## src/rtl/svo_tmds_pkg.sv

```systemverilog
// Shared definitions for the TMDS receive channel: control tokens, aligner
// FSM states and the token-to-control-code lookup.
package svo_tmds_pkg;

    localparam logic [9:0] TOK_C00 = 10'b1101010100;
    localparam logic [9:0] TOK_C01 = 10'b0010101011;
    localparam logic [9:0] TOK_C10 = 10'b0101010100;
    localparam logic [9:0] TOK_C11 = 10'b1010101011;

    typedef enum logic [1:0] {
        ST_SEARCH,
        ST_VERIFY,
        ST_LOCKED
    } state_e;

    typedef struct packed {
        logic       hit;
        logic [1:0] code;
    } tok_t;

    function automatic tok_t tok_decode(input logic [9:0] q);
        tok_t t;
        t.hit  = 1'b1;
        t.code = '0;
        case (q)
            TOK_C00: t.code = 2'b00;
            TOK_C01: t.code = 2'b01;
            TOK_C10: t.code = 2'b10;
            TOK_C11: t.code = 2'b11;
            default: t.hit  = 1'b0;
        endcase
        return t;
    endfunction

endpackage

```

## src/rtl/svo_tmds_symdec.sv

```systemverilog
// Combinational TMDS 10b symbol decoder: control-token detection plus
// 8-bit data recovery (optional inversion, then XOR/XNOR chain undo).
module svo_tmds_symdec
    import svo_tmds_pkg::*;
(
    input  logic [9:0] sym,
    output logic       is_tok,
    output logic [1:0] ctrl,
    output logic [7:0] data
);

    tok_t       tok;
    logic [7:0] d;

    always_comb begin
        tok    = tok_decode(sym);
        is_tok = tok.hit;
        ctrl   = tok.code;
        d      = sym[9] ? ~sym[7:0] : sym[7:0];
        data   = {(sym[8] ? (d[7:1] ^ d[6:0]) : ~(d[7:1] ^ d[6:0])), d[0]};
    end

endmodule

```

## src/rtl/svo_tmds_rx.sv

```systemverilog
// TMDS channel receiver: bit-slip window over two deserialised words, token
// hunting aligner, and registered decode of the aligned symbol stream.
module svo_tmds_rx
    import svo_tmds_pkg::*;
#(
    parameter int unsigned CTRL_RUN   = 16,
    parameter int unsigned TIMEOUT    = 4096,
    parameter int unsigned TIMER_BITS = 13
) (
    input  logic       clk,
    input  logic       resetn,
    input  logic [9:0] din,
    output logic [3:0] offset,
    output logic       locked,
    output logic       de,
    output logic [1:0] ctrl,
    output logic [7:0] dout,
    output logic [7:0] relock_count
);

    localparam int unsigned           RUN_BITS = $clog2(CTRL_RUN + 1);
    localparam logic [RUN_BITS-1:0]   RUN_LAST = RUN_BITS'(CTRL_RUN - 1);
    localparam logic [TIMER_BITS-1:0] TMO_LAST = TIMER_BITS'(TIMEOUT - 1);

    state_e                state_q, state_d;
    logic [9:0]            din_q;
    logic [3:0]            offset_q, offset_d, offset_next;
    logic [TIMER_BITS-1:0] timer_q, timer_d;
    logic [RUN_BITS-1:0]   run_q, run_d;
    logic                  locked_q, locked_d;
    logic                  de_q, de_d;
    logic [1:0]            ctrl_q, ctrl_d;
    logic [7:0]            dout_q, dout_d;
    logic [7:0]            relock_q, relock_d;

    logic [19:0] cat;
    logic [9:0]  sym;
    logic        is_tok;
    logic [1:0]  tok_ctrl;
    logic [7:0]  data;
    logic        timeout;

    // din_q holds the older word, so offset 0 selects it untouched.
    assign cat = {din, din_q};
    assign sym = 10'(cat >> offset_q);

    svo_tmds_symdec u_symdec (
        .sym    (sym),
        .is_tok (is_tok),
        .ctrl   (tok_ctrl),
        .data   (data)
    );

    assign timeout     = (timer_q == TMO_LAST);
    assign offset_next = (offset_q == 4'd9) ? 4'd0 : offset_q + 4'd1;

    always_comb begin
        state_d  = state_q;
        offset_d = offset_q;
        timer_d  = timer_q + 1'b1;
        run_d    = run_q;
        locked_d = locked_q;
        relock_d = relock_q;
        case (state_q)
            ST_SEARCH: begin
                if (is_tok) begin
                    state_d = ST_VERIFY;
                    run_d   = RUN_BITS'(1);
                    timer_d = '0;
                end else if (timeout) begin
                    offset_d = offset_next;
                    timer_d  = '0;
                end
            end
            ST_VERIFY: begin
                timer_d = '0;
                if (is_tok) begin
                    run_d = run_q + 1'b1;
                    if (run_q == RUN_LAST) begin
                        state_d  = ST_LOCKED;
                        locked_d = 1'b1;
                    end
                end else begin
                    state_d = ST_SEARCH;
                    run_d   = '0;
                end
            end
            ST_LOCKED: begin
                if (is_tok) begin
                    timer_d = '0;
                end else if (timeout) begin
                    state_d  = ST_SEARCH;
                    locked_d = 1'b0;
                    offset_d = offset_next;
                    timer_d  = '0;
                    run_d    = '0;
                    relock_d = (relock_q == 8'hFF) ? relock_q : relock_q + 8'd1;
                end
            end
            default: state_d = ST_SEARCH;
        endcase
    end

    always_comb begin
        de_d   = 1'b0;
        ctrl_d = '0;
        dout_d = '0;
        if (locked_q) begin
            de_d   = !is_tok;
            ctrl_d = is_tok ? tok_ctrl : ctrl_q;
            dout_d = is_tok ? 8'h00 : data;
        end
    end

    always_ff @(posedge clk or negedge resetn) begin
        if (!resetn) begin
            state_q  <= ST_SEARCH;
            din_q    <= '0;
            offset_q <= '0;
            timer_q  <= '0;
            run_q    <= '0;
            locked_q <= 1'b0;
            de_q     <= 1'b0;
            ctrl_q   <= '0;
            dout_q   <= '0;
            relock_q <= '0;
        end else begin
            state_q  <= state_d;
            din_q    <= din;
            offset_q <= offset_d;
            timer_q  <= timer_d;
            run_q    <= run_d;
            locked_q <= locked_d;
            de_q     <= de_d;
            ctrl_q   <= ctrl_d;
            dout_q   <= dout_d;
            relock_q <= relock_d;
        end
    end

    assign offset       = offset_q;
    assign locked       = locked_q;
    assign de           = de_q;
    assign ctrl         = ctrl_q;
    assign dout         = dout_q;
    assign relock_count = relock_q;

endmodule

```

## config.mk

```make
export PLATFORM = sky130hd
export DESIGN_NAME = svo_tmds_rx
export DESIGN_NICKNAME = d
export VERILOG_FILES = /design/src/rtl/svo_tmds_pkg.sv /design/src/rtl/svo_tmds_symdec.sv /design/src/rtl/svo_tmds_rx.sv
export SDC_FILE = /design/constraint.sdc
export NUM_CORES = 1
export LEC_CHECK = 0
export CORE_MARGIN = 3
export CORE_UTILIZATION = 35
export DETAILED_ROUTE_END_ITERATION = 16
export GPL_TIMING_DRIVEN = 0
export PLACE_DENSITY = 0.56
export RECOVER_POWER = 50
export SYNTH_ARGS = -nofsm -noshare
export SYNTH_HDL_FRONTEND = slang
export SYNTH_SLANG_ARGS = --single-unit
export TNS_END_PERCENT = 50
```

## constraint.sdc

```tcl
create_clock -name clk -period 6.4 [get_ports clk]
set_clock_uncertainty 0.1 [all_clocks]
set_input_delay 1.92 -clock clk [delete_from_list [all_inputs] [get_ports clk]]
set_output_delay 1.92 -clock clk [all_outputs]
set_load 0.02 [all_outputs]
```

======== Word level (Yosys, flattened, before mapping) ========
Cells that the tools add are included.
word-level totals
  flip-flop bits (word level) ............. 54
cells by class
  $add $sub $neg .......................... 4
  equal/unequal tests ..................... 17
  shifts and indexed selects .............. 1
  mux-type cells .......................... 29
  bitwise logic cells ..................... 5
  reductions and logical operators ........ 11
operator list
  cell                   number
  $mux 13                2
  $pmux 13 s2            1
  $mux 8                 3
  $eq 10x10->1 const B   2
  $mux 5                 4
  $shr 20x4->10          1
  $pmux 5 s3             1
  $mux 2                 7
  $add 13x1->13 const B  1
  $eq 13x12->1 const B   1
  $pmux 2 s3             2
  $reduce_and 4->1       3
  $eq 10x8->1 const B    1
  $eq 10x9->1 const B    1
  $ne 2x2->1 const B     5
  $add 8x1->8 const B    1
  $eq 8x8->1 const B     1
  $not 8->8              1
  $mux 7                 1
  $not 7->7              1
  $xor 7x7->7            1
  $mux 1                 6
  $add 5x1->5 const B    1
  $eq 5x4->1 const B     1
  17 further kinds       18

======== Logic depth before layout (Yosys ltp) ========
  word-level depth ........................ 8
  gate-level depth with buffers ........... 17

======== Modules after synthesis ========
A second synthesis with hierarchy kept.
second synthesis, totals
  cells, all modules ...................... 314
  area total of the unflattened synthesis .. 3300.7 um^2
modules (own cells, without submodules)
  module           times used  cells an instance  area each (um^2)
  svo_tmds_rx      1           289                3064.2
  svo_tmds_symdec  1           25                 236.5

======== Worst setup path before layout ========
Ideal clock, no wire load.
  path type ............................... input -> register
  start point ............................. input din[9]
  end point ............................... register run_q[0]
  arrival time ............................ 4.491 ns
  required time ........................... 6.175 ns
  slack ................................... 1.684 ns
  stages .................................. 9
  buffers on the path ..................... 0
  cell sequence ........................... mux4_2 > mux4_2 > ha_1 > and4_1 > nand3_1 > o21ai_2 > o31a_1 > a211o_4 > mux2_4
on the way
  longest elaborated chain between the ends .. 6
  elaborated cells on any way between the ends .. 12
RTL lines
  item                                                   line                source
  start, declared                                        svo_tmds_rx.sv:12   input logic [9:0] din,
  $shr 20x4->10 (*)                                      svo_tmds_rx.sv:45   assign sym = 10'(cat >> offset_q);
  $eq 10x10->1, or another cell as far along             svo_tmds_pkg.sv:25  case (q)
  $reduce_or 4->1 (no line) (*)                          --
  $mux 1 (*)                                             svo_tmds_pkg.sv:25
  $mux 5 / $ne 2x2->1 (equally long branches)            --
  $pmux 5 s3 / $reduce_and 4->1 (equally long branches)  --
  end signal, assigned                                   svo_tmds_rx.sv:132  run_q <= run_d;
  end, declared                                          svo_tmds_rx.sv:29   logic [RUN_BITS-1:0] run_q, run_d;
Mark *: on every way between the ends. The rest lies on a longest branch, timed or not.
A chain may end at the register's enable or synchronous reset.

======== Worst setup path in the final report ========
  start point ............................. input din[7]
  end point ............................... register timer_q[3]
on the way
  longest elaborated chain between the ends .. 6
  elaborated cells on any way between the ends .. 9
RTL lines
  item                                        line                source
  $shr 20x4->10 (*)                           svo_tmds_rx.sv:45
  $eq 10x10->1, or another cell as far along  svo_tmds_pkg.sv:25
  $reduce_or 4->1 (no line) (*)               --
  $mux 1 (*)                                  svo_tmds_pkg.sv:25
  $mux 13 (*)                                 svo_tmds_rx.sv:89   if (is_tok) begin
  $pmux 13 s2 (*)                             svo_tmds_rx.sv:64   case (state_q)
  named net timer_d[3]                        svo_tmds_rx.sv:28   logic [TIMER_BITS-1:0] timer_q, timer_d;
  end signal, assigned                        svo_tmds_rx.sv:131  timer_q <= timer_d;
  end, declared                               svo_tmds_rx.sv:28
Mark *: on every way through the listed nets, which the timed path passes. The rest lies on a longest branch.

==> impl_metrics.tcl <==
set metrics [dict create \
    status "finished, violations left" \
    violations "max-capacitance violations, max-slew violations" \
    netlist_instances 300 \
    clock_power_share 0.289 \
    clk_latency_ns 0.31 \
    syn-cell-area_sq_um 3310 \
    drive_gt1_frac 0.125 \
    initial_core_util 0.369 \
    dp.cells 462 \
    num_rows 34 \
    cts_tree "yes" \
    p_int_mw 0.515 \
    preCtsSetupSlack_ns 0.714 \
    numClockSinks 54 \
    die_area_sq_um 10700 \
    synth_top_area_frac 0.408 \
    grt_max_degree 34 \
    fin_crit_ns 5.42 \
    antenna_cells 0 \
    netSwitchingFraction 0.283 \
    clk_pin_slew_worst_paths_ns 0.10 \
    detail_route.vias_per_cell 5.01 \
    drt-wirelength-per-cell_um 15.0 \
    synth_fp_nets 328 \
    gp_congestion 0.875 \
    relSlewSlack -0.153 \
    final_common_cell "dfrtp_1" \
    clock-root-buffer "clkbuf_8" \
    crit_fanout 10 \
    synth_edf_count 0 \
    final_util 0.437 \
    cp.arrival_ns 5.50 \
    finalHoldViolCount 0 \
    required_ns 6.48 \
    cts_hold_buf 0 \
    place_area_sq_um 3840 \
    first_pass_iters 4 \
    rsz0062_at_grt "no" \
    routed_wl_um 7070 \
    seq_area_frac_synth 0.408 \
    grt_antenna_before_repair 0 \
    drt_first_iter_violations 98 \
    vias 2355 \
    peakVddDrop_mv 0.0793 \
    grt_pass1_vias 2383 \
    nNetsFinal 371 \
    cts_max_level 2 \
    fmax_ghz 0.185 \
    ys_dominant_reg_cell "dfrtp_1" \
    clock_path_buffers 2 \
    grt_overflow 0 \
    p_sw_mw 0.203 \
    grt_pass1_wl_um 12300 \
    total_leakage_power_nw 1.61 \
    worst_setup_path_start_kind "input pin" \
    setup_tns_ns 0 \
    post_synth.cell_area_avg_sq_um 11.0 \
    grt_usage 0.145 \
    die_x_um 103 \
    ys_async_sr_fraction 1.00 \
    crit_start "din[7]" \
    fin_cells 470 \
    layout_common_cells "dfrtp_1 (54), nor2_1 (27), mux2i_1 (23)" \
    synth_cell_type_count 48 \
    timing.final.setup_violations 0 \
    coreArea_sq_um 8980 \
    seqPwrFrac 0.546 \
    post_cts_resized 0 \
    post-route-cell-area_sq_um 3920 \
    cpMostUsedCell "mux4_2" \
    hpwl_um 5300 \
    reg2reg_from "offset[0]$_DFFE_PN0P_" \
    io_pins 36 \
    timing.reg2reg.setup_slack_ns 1.75 \
    endpoint_kind "flip-flop" \
    synthTopCellsByArea "dfrtp_1 (41%), mux4_2 (8.8%), mux2i_1 (6.9%)" \
    worst_slack_ns 0.980 \
    ant_nets 0 \
    die_y_um 103 \
    crit_slowest_cell "dlygate4sd3_1" \
    cts_setup_buffers 0 \
    p_comb_frac 0.165 \
    portBuffers 35 \
    area_growth_pct 18.3 \
    power.density_nw_per_um2 183 \
    hold_path.class "flip-flop to flip-flop" \
    drv_cap 1 \
    yosysWarnings 0 \
    worstHoldStart "timer_q[0]$_DFF_PN0_" \
    slew_viol_final 34 \
    drc 0 \
    period_share 0.847 \
    path_class "input pin to flip-flop" \
    fillers 872 \
    synth_largest_area_cell "dfrtp_1" \
    worst_pin_slew_ns 1.73 \
    cp_cell_sequence "dlygate4sd3_1 > mux4_2 > mux4_2 > inv_1 > ha_1 > and4_1 > nand2b_1 > o21ai_2 > nor2_2 > a31oi_1 > clkbuf_1 > nor2_1" \
    ys_ff_latch 54 \
    cts_made_buffers 5 \
    slowest_delay_ns 0.61 \
]
critical path, delay by kind of cell:
kind,cells,cell delay [ns]
buf+inv,3,1.10
mux,2,1.04
compound gates,2,0.73
simple gates,4,0.57
fa+ha+maj,1,0.13
metrics by stage:
step | hold WS, ns | power [mW]
floorplan | 0.347 | 0.480
global placement | 0.372 | 0.518
detailed placement | 0.381 | 0.521
CTS | 0.396 | 0.732
global route | 0.420 | 0.764
finish | 0.395 | 0.718
Yosys cell counts (all sizes together), types with 2 or more instances:
| cell type | instances |
|---|---|
| buf | 7 |
| mux4 | 13 |
| ha | 16 |
| xor2 | 10 |
| nor2b | 7 |
| o22ai | 2 |
| nor2 | 28 |
| a31oi | 2 |
| mux2i | 23 |
| a21oi | 8 |
| o2bb2ai | 5 |
| o211ai | 3 |
| and3 | 6 |
| o21a | 4 |
| nand4 | 5 |
| clkbuf | 7 |
| nor3 | 2 |
| nand2 | 9 |
| nor4 | 3 |
| a211oi | 3 |
| inv | 18 |
| dfrtp | 54 |
| o21ai | 4 |
| xnor2 | 20 |
| nand2b | 4 |
| mux2 | 9 |
| nand3 | 14 |
metal layers:
metal / routed length [um] / global-route usage
met1: 3580 / 0.227
met2: 3100 / 0.206
met3: 308 / 0.0215
met4: 73 / 0.0418
met5: 0 / 0
sequential cells by signal, indices dropped and copies added (netlist names):
| name | count |
|---|---|
| de | 1 |
| ctrl | 2 |
| relock_count | 8 |
| dout | 8 |
| run_q | 5 |
| din_q | 10 |
| locked | 1 |
| offset | 4 |
| timer_q | 13 |
| state_q | 2 |
power groups by stage:
stage,logic [mW],registers (mW),clock network (mW)
floorplan,0.0878,0.392,0
global placement,0.119,0.398,0
detailed placement,0.122,0.399,0
CTS,0.123,0.392,0.216
global route,0.137,0.397,0.230
finish,0.119,0.392,0.207
cell families (layout without fill, tap and decap cells):
logic type,Yosys count,count (layout),share of synthesized area
flip-flops,54,54,0.408
XOR/XNOR,30,30,0.0793
adder cells (fa/ha/maj),16,16,0.0604
AND/OR/NAND/NOR,85,85,0.133
multiplexers,45,45,0.192
buffers and inverters,32,76,0.0419
AO/OA/AOI/OAI,38,38,0.0854
worst paths after layout:
kind | to | cells past startpoint
setup / recovery | timer_q[3]$_DFF_PN0_ | 12
hold / removal | timer_q[0]$_DFF_PN0_ | 1
hold reg to reg | timer_q[0]$_DFF_PN0_ | 1
min in group asynchronous | de$_DFF_PN0_ | 1
setup reg to reg | timer_q[3]$_DFF_PN0_ | 14
max in group asynchronous | offset[2]$_DFFE_PN0P_ | 2
final cells by class:
cell class,instances,area (sq um),share of cell area
clock buffers,6,82.6,0.0211
repair buffers,36,348,0.0888
plain buffers,14,71.3,0.0182
clock inverters,2,17.5,0.00447
inverters,18,67.6,0.0172
flip-flops and latches,54,1350,0.345
well taps,126,158,0.0402
multi-input cells,214,1820,0.465
No activity file was read; power rests on OpenSTA's default activity.
